`src/rtl/lcd_pkg.sv`:
```
// Shared definitions for the HD44780 character path: writer FSM states,
// command opcodes and ASCII constants (also used by the LCD bus driver).
package lcd_pkg;

    typedef enum logic [1:0] {
        IDLE  = 2'd0,
        ADDR  = 2'd1,
        DIGIT = 2'd2,
        DONE  = 2'd3
    } state_t;

    localparam logic [7:0] LCD_CMD_SET_DDRAM = 8'h80;
    localparam logic [7:0] ASCII_ZERO        = 8'h30;
    localparam logic [7:0] ASCII_SPACE       = 8'h20;
    localparam logic [7:0] ASCII_QMARK       = 8'h3F;

    localparam int         NUM_DIGITS = 5;
    localparam logic [2:0] LAST_IDX   = 3'd4;

    // "Set DDRAM address" command byte for a 7-bit display address.
    function automatic logic [7:0] ddram_cmd(input logic [6:0] addr);
        return LCD_CMD_SET_DDRAM | {1'b0, addr};
    endfunction

endpackage

```
`src/rtl/bcd_digit_to_ascii.sv`:
```
// Maps one BCD digit to its display character: '?' for non-BCD codes,
// space for a blanked leading zero, otherwise the ASCII numeral.
module bcd_digit_to_ascii
    import lcd_pkg::*;
(
    input  logic [3:0] i_digit,
    input  logic       i_blank,
    output logic [7:0] o_byte
);

    // NOTE: every branch of a combinational block must assign every output,
    // otherwise synthesis infers a latch to hold the old value.
    always_comb begin
        if (i_digit > 4'd9) begin
            o_byte = ASCII_QMARK;
        end else if (i_blank && (i_digit == 4'd0)) begin
            o_byte = ASCII_SPACE;
        end else begin
            o_byte = ASCII_ZERO + {4'b0000, i_digit};
        end
    end

endmodule

```
`src/rtl/lcd_number_writer.sv`:
```
// Writes a five-digit BCD number to an HD44780 display: one DDRAM address
// command followed by five characters, MSD first, over valid/ready.
module lcd_number_writer
    import lcd_pkg::*;
#(
    parameter bit BLANK_ZEROS = 1'b1
) (
    input  logic       clk,
    input  logic       reset,
    input  logic       start,
    input  logic [3:0] tenThou,
    input  logic [3:0] thou,
    input  logic [3:0] hund,
    input  logic [3:0] tens,
    input  logic [3:0] ones,
    input  logic [6:0] addr,
    output logic       busy,
    output logic       done,
    output logic       lcd_valid,
    output logic       lcd_rs,
    output logic [7:0] lcd_data,
    input  logic       lcd_ready
);

    state_t                        r_state;
    state_t                        w_next_state;
    logic [2:0]                    r_idx;
    logic                          r_lead;
    logic [NUM_DIGITS-1:0][3:0]    r_digits;
    logic [6:0]                    r_addr;

    logic                          w_start_accept;
    logic                          w_digit_xfer;
    logic [3:0]                    w_cur_digit;
    logic                          w_blank;
    logic [7:0]                    w_ascii;

    assign w_start_accept = start && (r_state == IDLE);
    assign w_digit_xfer   = (r_state == DIGIT) && lcd_ready;
    assign w_blank        = r_lead && (r_idx != LAST_IDX);

    // r_digits[0] holds the ten-thousands digit, r_digits[4] the ones digit.
    always_comb begin
        w_cur_digit = r_digits[0];
        case (r_idx)
            3'd1:    w_cur_digit = r_digits[1];
            3'd2:    w_cur_digit = r_digits[2];
            3'd3:    w_cur_digit = r_digits[3];
            3'd4:    w_cur_digit = r_digits[4];
            default: w_cur_digit = r_digits[0];
        endcase
    end

    bcd_digit_to_ascii u_digit_to_ascii (
        .i_digit (w_cur_digit),
        .i_blank (w_blank),
        .o_byte  (w_ascii)
    );

    // NOTE: state is updated with non-blocking assignments so every register
    // samples the pre-edge values regardless of statement order.
    always_ff @(posedge clk) begin
        if (reset) begin
            r_state <= IDLE;
        end else begin
            r_state <= w_next_state;
        end
    end

    // Outputs decode from registers only; lcd_ready steers next state, never
    // the byte currently offered.
    always_comb begin
        w_next_state = r_state;
        busy         = 1'b1;
        done         = 1'b0;
        lcd_valid    = 1'b0;
        lcd_rs       = 1'b0;
        lcd_data     = 8'h00;
        case (r_state)
            IDLE: begin
                busy = 1'b0;
                if (start) begin
                    w_next_state = ADDR;
                end
            end
            ADDR: begin
                lcd_valid = 1'b1;
                lcd_data  = ddram_cmd(r_addr);
                if (lcd_ready) begin
                    w_next_state = DIGIT;
                end
            end
            DIGIT: begin
                lcd_valid = 1'b1;
                lcd_rs    = 1'b1;
                lcd_data  = w_ascii;
                if (lcd_ready && (r_idx == LAST_IDX)) begin
                    w_next_state = DONE;
                end
            end
            DONE: begin
                done         = 1'b1;
                w_next_state = IDLE;
            end
            default: begin
                w_next_state = IDLE;
            end
        endcase
    end

    // Sequencing state: digit index and the leading-zero blanking flag.
    always_ff @(posedge clk) begin
        if (reset) begin
            r_idx  <= 3'd0;
            r_lead <= 1'b0;
        end else if (w_start_accept) begin
            r_idx  <= 3'd0;
            r_lead <= BLANK_ZEROS;
        end else if (w_digit_xfer) begin
            r_idx <= r_idx + 3'd1;
            if (w_cur_digit != 4'd0) begin
                r_lead <= 1'b0;
            end
        end
    end

    // NOTE: the operand holding registers are deliberately not reset; they
    // are only observed in ADDR/DIGIT, which are reachable solely via a
    // start that loads them.
    always_ff @(posedge clk) begin
        if (w_start_accept) begin
            r_digits[0] <= tenThou;
            r_digits[1] <= thou;
            r_digits[2] <= hund;
            r_digits[3] <= tens;
            r_digits[4] <= ones;
            r_addr      <= addr;
        end
    end

endmodule
```
`config.mk`:
```
export PLATFORM = sky130hd
export DESIGN_NAME = lcd_number_writer
export DESIGN_NICKNAME = d
export VERILOG_FILES = /design/src/rtl/lcd_pkg.sv /design/src/rtl/bcd_digit_to_ascii.sv /design/src/rtl/lcd_number_writer.sv
export SDC_FILE = /design/constraint.sdc
export NUM_CORES = 1
export LEC_CHECK = 0
export ABC_CLOCK_PERIOD_IN_PS = 6300
export CORE_AREA = 2 2 54 77
export CTS_CLUSTER_DIAMETER = 200
export DETAILED_ROUTE_END_ITERATION = 8
export DIE_AREA = 0 0 56 79
export GPL_ROUTABILITY_DRIVEN = 0
export PLACE_DENSITY = 0.74
export SETUP_SLACK_MARGIN = 0.4
export SLEW_MARGIN = 15
export SYNTH_ARGS = -nofsm -noshare
export SYNTH_HDL_FRONTEND = slang
export SYNTH_SLANG_ARGS = --single-unit
```
`constraint.sdc`:
```
create_clock -name clk -period 6.3 [get_ports clk]
set_clock_uncertainty 0.1 [all_clocks]
set_input_delay 1.575 -clock clk [delete_from_list [all_inputs] [get_ports clk]]
set_output_delay 1.575 -clock clk [all_outputs]
set_load 0.02 [all_outputs]
```
* Yosys cells after proc, flatten, opt, wreduce, memory -nomap -nowiden *
Cells that the tools add are included.

cells by class
  multiplexer cells = 15
  reduce and logical (&&, ||, !) cells = 14
  equality and inequality tests = 11
  magnitude comparators = 1
  add/sub/neg operators = 2

operators by type and width
  cell                 count
  $mux 8               2
  $pmux 4 s4           1
  $pmux 8 s2           1
  $pmux 2 s4           1
  $add 6x4->7 const A  1
  $mux 1               7
  $eq 3x2->1 const B   2
  $mux 2               3
  $logic_and 1x1->1    5
  $eq 2x2->1 const B   2
  $gt 4x4->1 const B   1
  $logic_not 4->1      1
  $ne 2x2->1 const B   2
  $reduce_bool 2->1    2
  $reduce_bool 4->1    1
  $reduce_or 2->1      2
  $add 3x1->3 const B  1
  $eq 3x1->1 const B   1
  $eq 3x3->1 const B   1
  $ne 3x3->1 const B   1
  $reduce_and 3->1     1
  $eq 2x1->1 const B   1
  $logic_not 2->1      1
  $ne 2x1->1 const B   1
  $reduce_and 2->1     1

word-level totals
  input port bits = 31
  register bits = 33

* Logic depth before layout (Yosys ltp) *
  depth after elaboration = 7
  depth in mapped cells = 9

* Cells and area by module *
Synthesis repeated with hierarchy kept, for this count alone.

unflattened totals
  cell total of the unflattened synthesis = 123
  area total of the unflattened synthesis = 1581.5 µm²

by module, submodules not included
  module              area an instance (µm²)  cells each  times used
  lcd_number_writer   1508.9                  111         1
  bcd_digit_to_ascii  72.6                    12          1

* Worst setup path before layout *
OpenSTA, ideal clock, no wires.

  kind = reg2out
  start = register r_idx[0]
  end = output port lcd_data[2]
  slack = 2.883 ns
  arrival = 1.742 ns
  cell stages (with the launch flop) = 8
  buffers on the path = 0
  cells stage by stage = dfxtp_1 -> inv_1 -> ha_1 -> nor3_2 -> o21ai_2 -> mux2i_1 -> o21ai_0 -> a32o_1

on the way
  word-level cells in the longest chain between the ends = 7
  elaborated cells on any way between the ends = 14

ends and longest elaborated chain
  element                                                              line                      source
  start, declared                                                      lcd_number_writer.sv:27   logic [2:0] r_idx;
  start signal, assigned                                               lcd_number_writer.sv:120  r_idx <= r_idx + 3'd1;
  parallel branches: the longest is 5 deep, another holds $add 6x4->7  -
  $mux 8 *                                                             bcd_digit_to_ascii.sv:14  if (i_digit > 4'd9) begin
  $pmux 8 s2 *                                                         lcd_number_writer.sv:79   case (r_state)
  end, declared                                                        lcd_number_writer.sv:21   output logic [7:0] lcd_data,

Mark *: on every way between the ends.

* Final worst setup path *
  start = register r_idx[2]
  end = output port lcd_data[2]

The elaborated chain is that of the path after synthesis.

==> qor.json <==
{
  "sta": {
    "final-hold-violation-count": 0,
    "timing.final.crit_period_ns": 4.49,
    "transition_time_at_the_pin_with_the_least_slew_margin_ns": 0.643,
    "slew_headroom": 0.572,
    "grt_setup_unrepaired": "no",
    "achievable-frequency_ghz": 0.223,
    "setup_viol": 0,
    "final_sum_of_negative_setup_slack_ns": 0,
    "fin_crit_sh": 0.713,
    "slew_violations": 0
  },
  "global_route": {
    "grt_antenna_before_repair": 0,
    "grt_max_degree": 30,
    "grt_pass1_vias": 1132,
    "gr-usage-all-layers": 0.147,
    "first_pass_grt_wire_length_mm": 4.88,
    "grt_overflow": 0
  },
  "cts": {
    "ctsLongestPathBuffers": 2,
    "cts_hold_buf": 0,
    "cts_post_setup_buffers_inserted": 0,
    "h-tree-depth": 2,
    "cts_made_buffers": 5,
    "root_buffer": "sky130_fd_sc_hd__clkbuf_8",
    "later_pin_clock_latency_in_the_skew_report_ns": 0.28,
    "clock_edge_transition_at_the_registers_on_the_reported_setup_and_hold_paths_ns": 0.06,
    "post_cts_resize_count": 0,
    "clkSinkCount": 33,
    "tritoncts_clock_tree": "built"
  },
  "worst_setup_path": {
    "cpMostUsedCell": "sky130_fd_sc_hd__o21ai_0",
    "worst_setup_path_end_kind": "output port",
    "worstSetupPathType": "flop to output port",
    "path_cells": "inv_1 > ha_1 > a32oi_1 > o21ai_0 > mux2i_1 > o21ai_0 > a32o_1 > clkdlybuf4s50_1",
    "critPathRequiredTime_ns": 4.62,
    "critPathArrivalTime_ns": 2.82,
    "cp-start-kind": "flop",
    "timing.critical_path.fanout_max": 17,
    "worst_path_largest_cell_delay_ns": 0.65,
    "critical-path-slowest-cell": "sky130_fd_sc_hd__dfxtp_1"
  },
  "synth": {
    "ys_seq_elements": 33,
    "yosysTopAreaCell": "sky130_fd_sc_hd__edfxtp_1",
    "syn_area_um2": 1560,
    "synth_enable_flop_cells": 27,
    "synth_top_cells_by_area": "sky130_fd_sc_hd__edfxtp_1, sky130_fd_sc_hd__ha_1, sky130_fd_sc_hd__dfxtp_1, sky130_fd_sc_hd__nand2_1, sky130_fd_sc_hd__o21ai_0",
    "synth.yosys.seq_area_share": 0.596,
    "synthDominantCellAreaShare": 0.519,
    "yosysMostFrequentCell": "sky130_fd_sc_hd__edfxtp_1",
    "syn_nets": 166,
    "netlist_instances": 124,
    "synth-async-reset-ratio": 0,
    "synth.cells.most_frequent": "sky130_fd_sc_hd__edfxtp_1, sky130_fd_sc_hd__ha_1, sky130_fd_sc_hd__nand2_1",
    "yosys_warnings": 0,
    "average_cell_area_after_synthesis_um2": 12.6,
    "ys.flop_type": "sky130_fd_sc_hd__edfxtp_1",
    "yosys.cell_types.count": 35
  },
  "run_status": {
    "outcome": "completed"
  },
  "floorplanning": {
    "floorplan.initialDensity": 0.413,
    "floorplan.io_pins": 43,
    "die_y_um": 79,
    "die-area_um2": 4420,
    "placement_rows": 27,
    "chipWidth_um": 56,
    "coreArea_um2": 3780
  },
  "placement": {
    "numPlacedInstances": 205,
    "dpl.hpwl_mm": 2.32,
    "placed_area_um2": 2000,
    "port_buffers": 42
  },
  "drt": {
    "detail_route.wl_per_cell_um": 14.0,
    "detailedRoute.firstPassIterationCount": 4,
    "total_drc_errors_in_the_routed_layout": 0,
    "route.final.wire_length_mm": 2.98,
    "drt-vias-per-instance": 5.11,
    "detail-route-antenna-nets": 0,
    "detailedRoute.firstIterationViolations": 26,
    "detailroute.via_count": 1089
  },
  "pwr": {
    "power.static_leakage_nw": 0.762,
    "totalPowerFinal_uw": 756,
    "ir_drop_worst_vdd_v": 0.000203,
    "power.density_nw_per_um2": 364
  },
  "final_layout": {
    "design_area_um2": 2080,
    "final_core_utilization": 0.550,
    "area_growth_syn_to_layout_pct": 33.2,
    "n_antenna_cell": 0,
    "final_layout_size_suffix_gt1_frac": 0.0706,
    "layoutNonFillerInstCount": 213,
    "final_stage_net_count": 211,
    "layout.filler_cells": 341
  },
  "min_path": {
    "min_path_type": "flop to flop"
  },
  "run": {
    "timing.max_cap.violations": 0
  }
}
## registers in the layout, indices dropped and copies added (netlist names)
name / flops
r_lead: 1
r_idx: 3
r_state: 2
r_digits: 20
r_addr: 7
## layer usage
| metal | track usage | part of all wire | wire length, um | vias up |
|---|---|---|---|---|
| met2 | 0.265 | 0.53 | 1560 | 44 |
| met3 | 0.0423 | 0.058 | 174 | 14 |
| met1 | 0.140 | 0.37 | 1100 | 486 |
| li1 | - | - | - | 545 |
| met4 | 0.105 | 0.047 | 141 | 0 |
| met5 | 0 | 0 | 0 | - |
## worst max-delay path, delay by kind of cell, from the launching register on
kind	cells	cell delay [ns]
compound gates	4	0.70
flops	1	0.65
buf+inv	2	0.64
mux	1	0.28
fa+ha+maj	1	0.27
## kinds of logic after synthesis
logic type / after synthesis / synth area share
compound gates: 35 / 0.164
xor+xnor: 1 / 0.00561
fa+ha+maj: 11 / 0.0881
buf+inv: 13 / 0.0457
flops: 33 / 0.596
mux: 2 / 0.0128
simple gates: 29 / 0.0874
## layout by cell type, fill, tap and decap left out, types with 2 or more instances in the layout
master                            count
sky130_fd_sc_hd__ha_1                11
sky130_fd_sc_hd__nand3_1              3
sky130_fd_sc_hd__o21ai_0              7
sky130_fd_sc_hd__clkbuf_1             2
sky130_fd_sc_hd__mux2i_1              2
sky130_fd_sc_hd__clkbuf_8             5
sky130_fd_sc_hd__nor2_1               8
sky130_fd_sc_hd__a21o_1               2
sky130_fd_sc_hd__a22oi_1              2
sky130_fd_sc_hd__inv_1                9
sky130_fd_sc_hd__a32o_1               2
sky130_fd_sc_hd__a32oi_1              2
sky130_fd_sc_hd__a211oi_1             2
sky130_fd_sc_hd__a21oi_1              5
sky130_fd_sc_hd__nand2_1             10
sky130_fd_sc_hd__o211ai_1             2
sky130_fd_sc_hd__a22o_1               2
sky130_fd_sc_hd__edfxtp_1            27
sky130_fd_sc_hd__o31ai_2              2
sky130_fd_sc_hd__clkdlybuf4s50_1     42
sky130_fd_sc_hd__dfxtp_1              6
## final cells by class
class	instances	area, um2	area share
Clock buffer	7	76.3	0.0367
Clock inverter	1	3.75	0.00181
Inverter	9	33.8	0.0162
Multi-Input combinational cell	78	561	0.270
Sequential cell	33	931	0.448
Tap cell	43	53.8	0.0259
Timing Repair Buffer	42	420	0.202
## worst paths after layout
| check | start | endpoint | slack (ns) | cells past startpoint |
|---|---|---|---|---|
| max | r_idx[2] | lcd_data[2] | 1.81 | 8 |
| max reg2reg | r_idx[2] | r_lead | 4.23 | 7 |
| min | r_idx[1] | r_idx[1] | 0.41 | 2 |
| min reg2reg | r_idx[1] | r_idx[1] | 0.41 | 2 |
## per-stage QoR
step	setup WS, ns	hold WS, ns
after floorplan	2.88	0.366
after global placement	2.26	0.380
after detailed placement	2.14	0.398
after CTS	1.83	0.408
after global routing	1.63	0.446
final	1.81	0.410
## report_power, final
part | internal [mW] | switching, mW | leakage [nW]
Clock | 0.0767 | 0.0677 | 0.0399
Sequential | 0.300 | 0.0218 | 0.305
Combinational | 0.127 | 0.163 | 0.417
Total | 0.504 | 0.252 | 0.762
(Power assumes the default switching activity.)
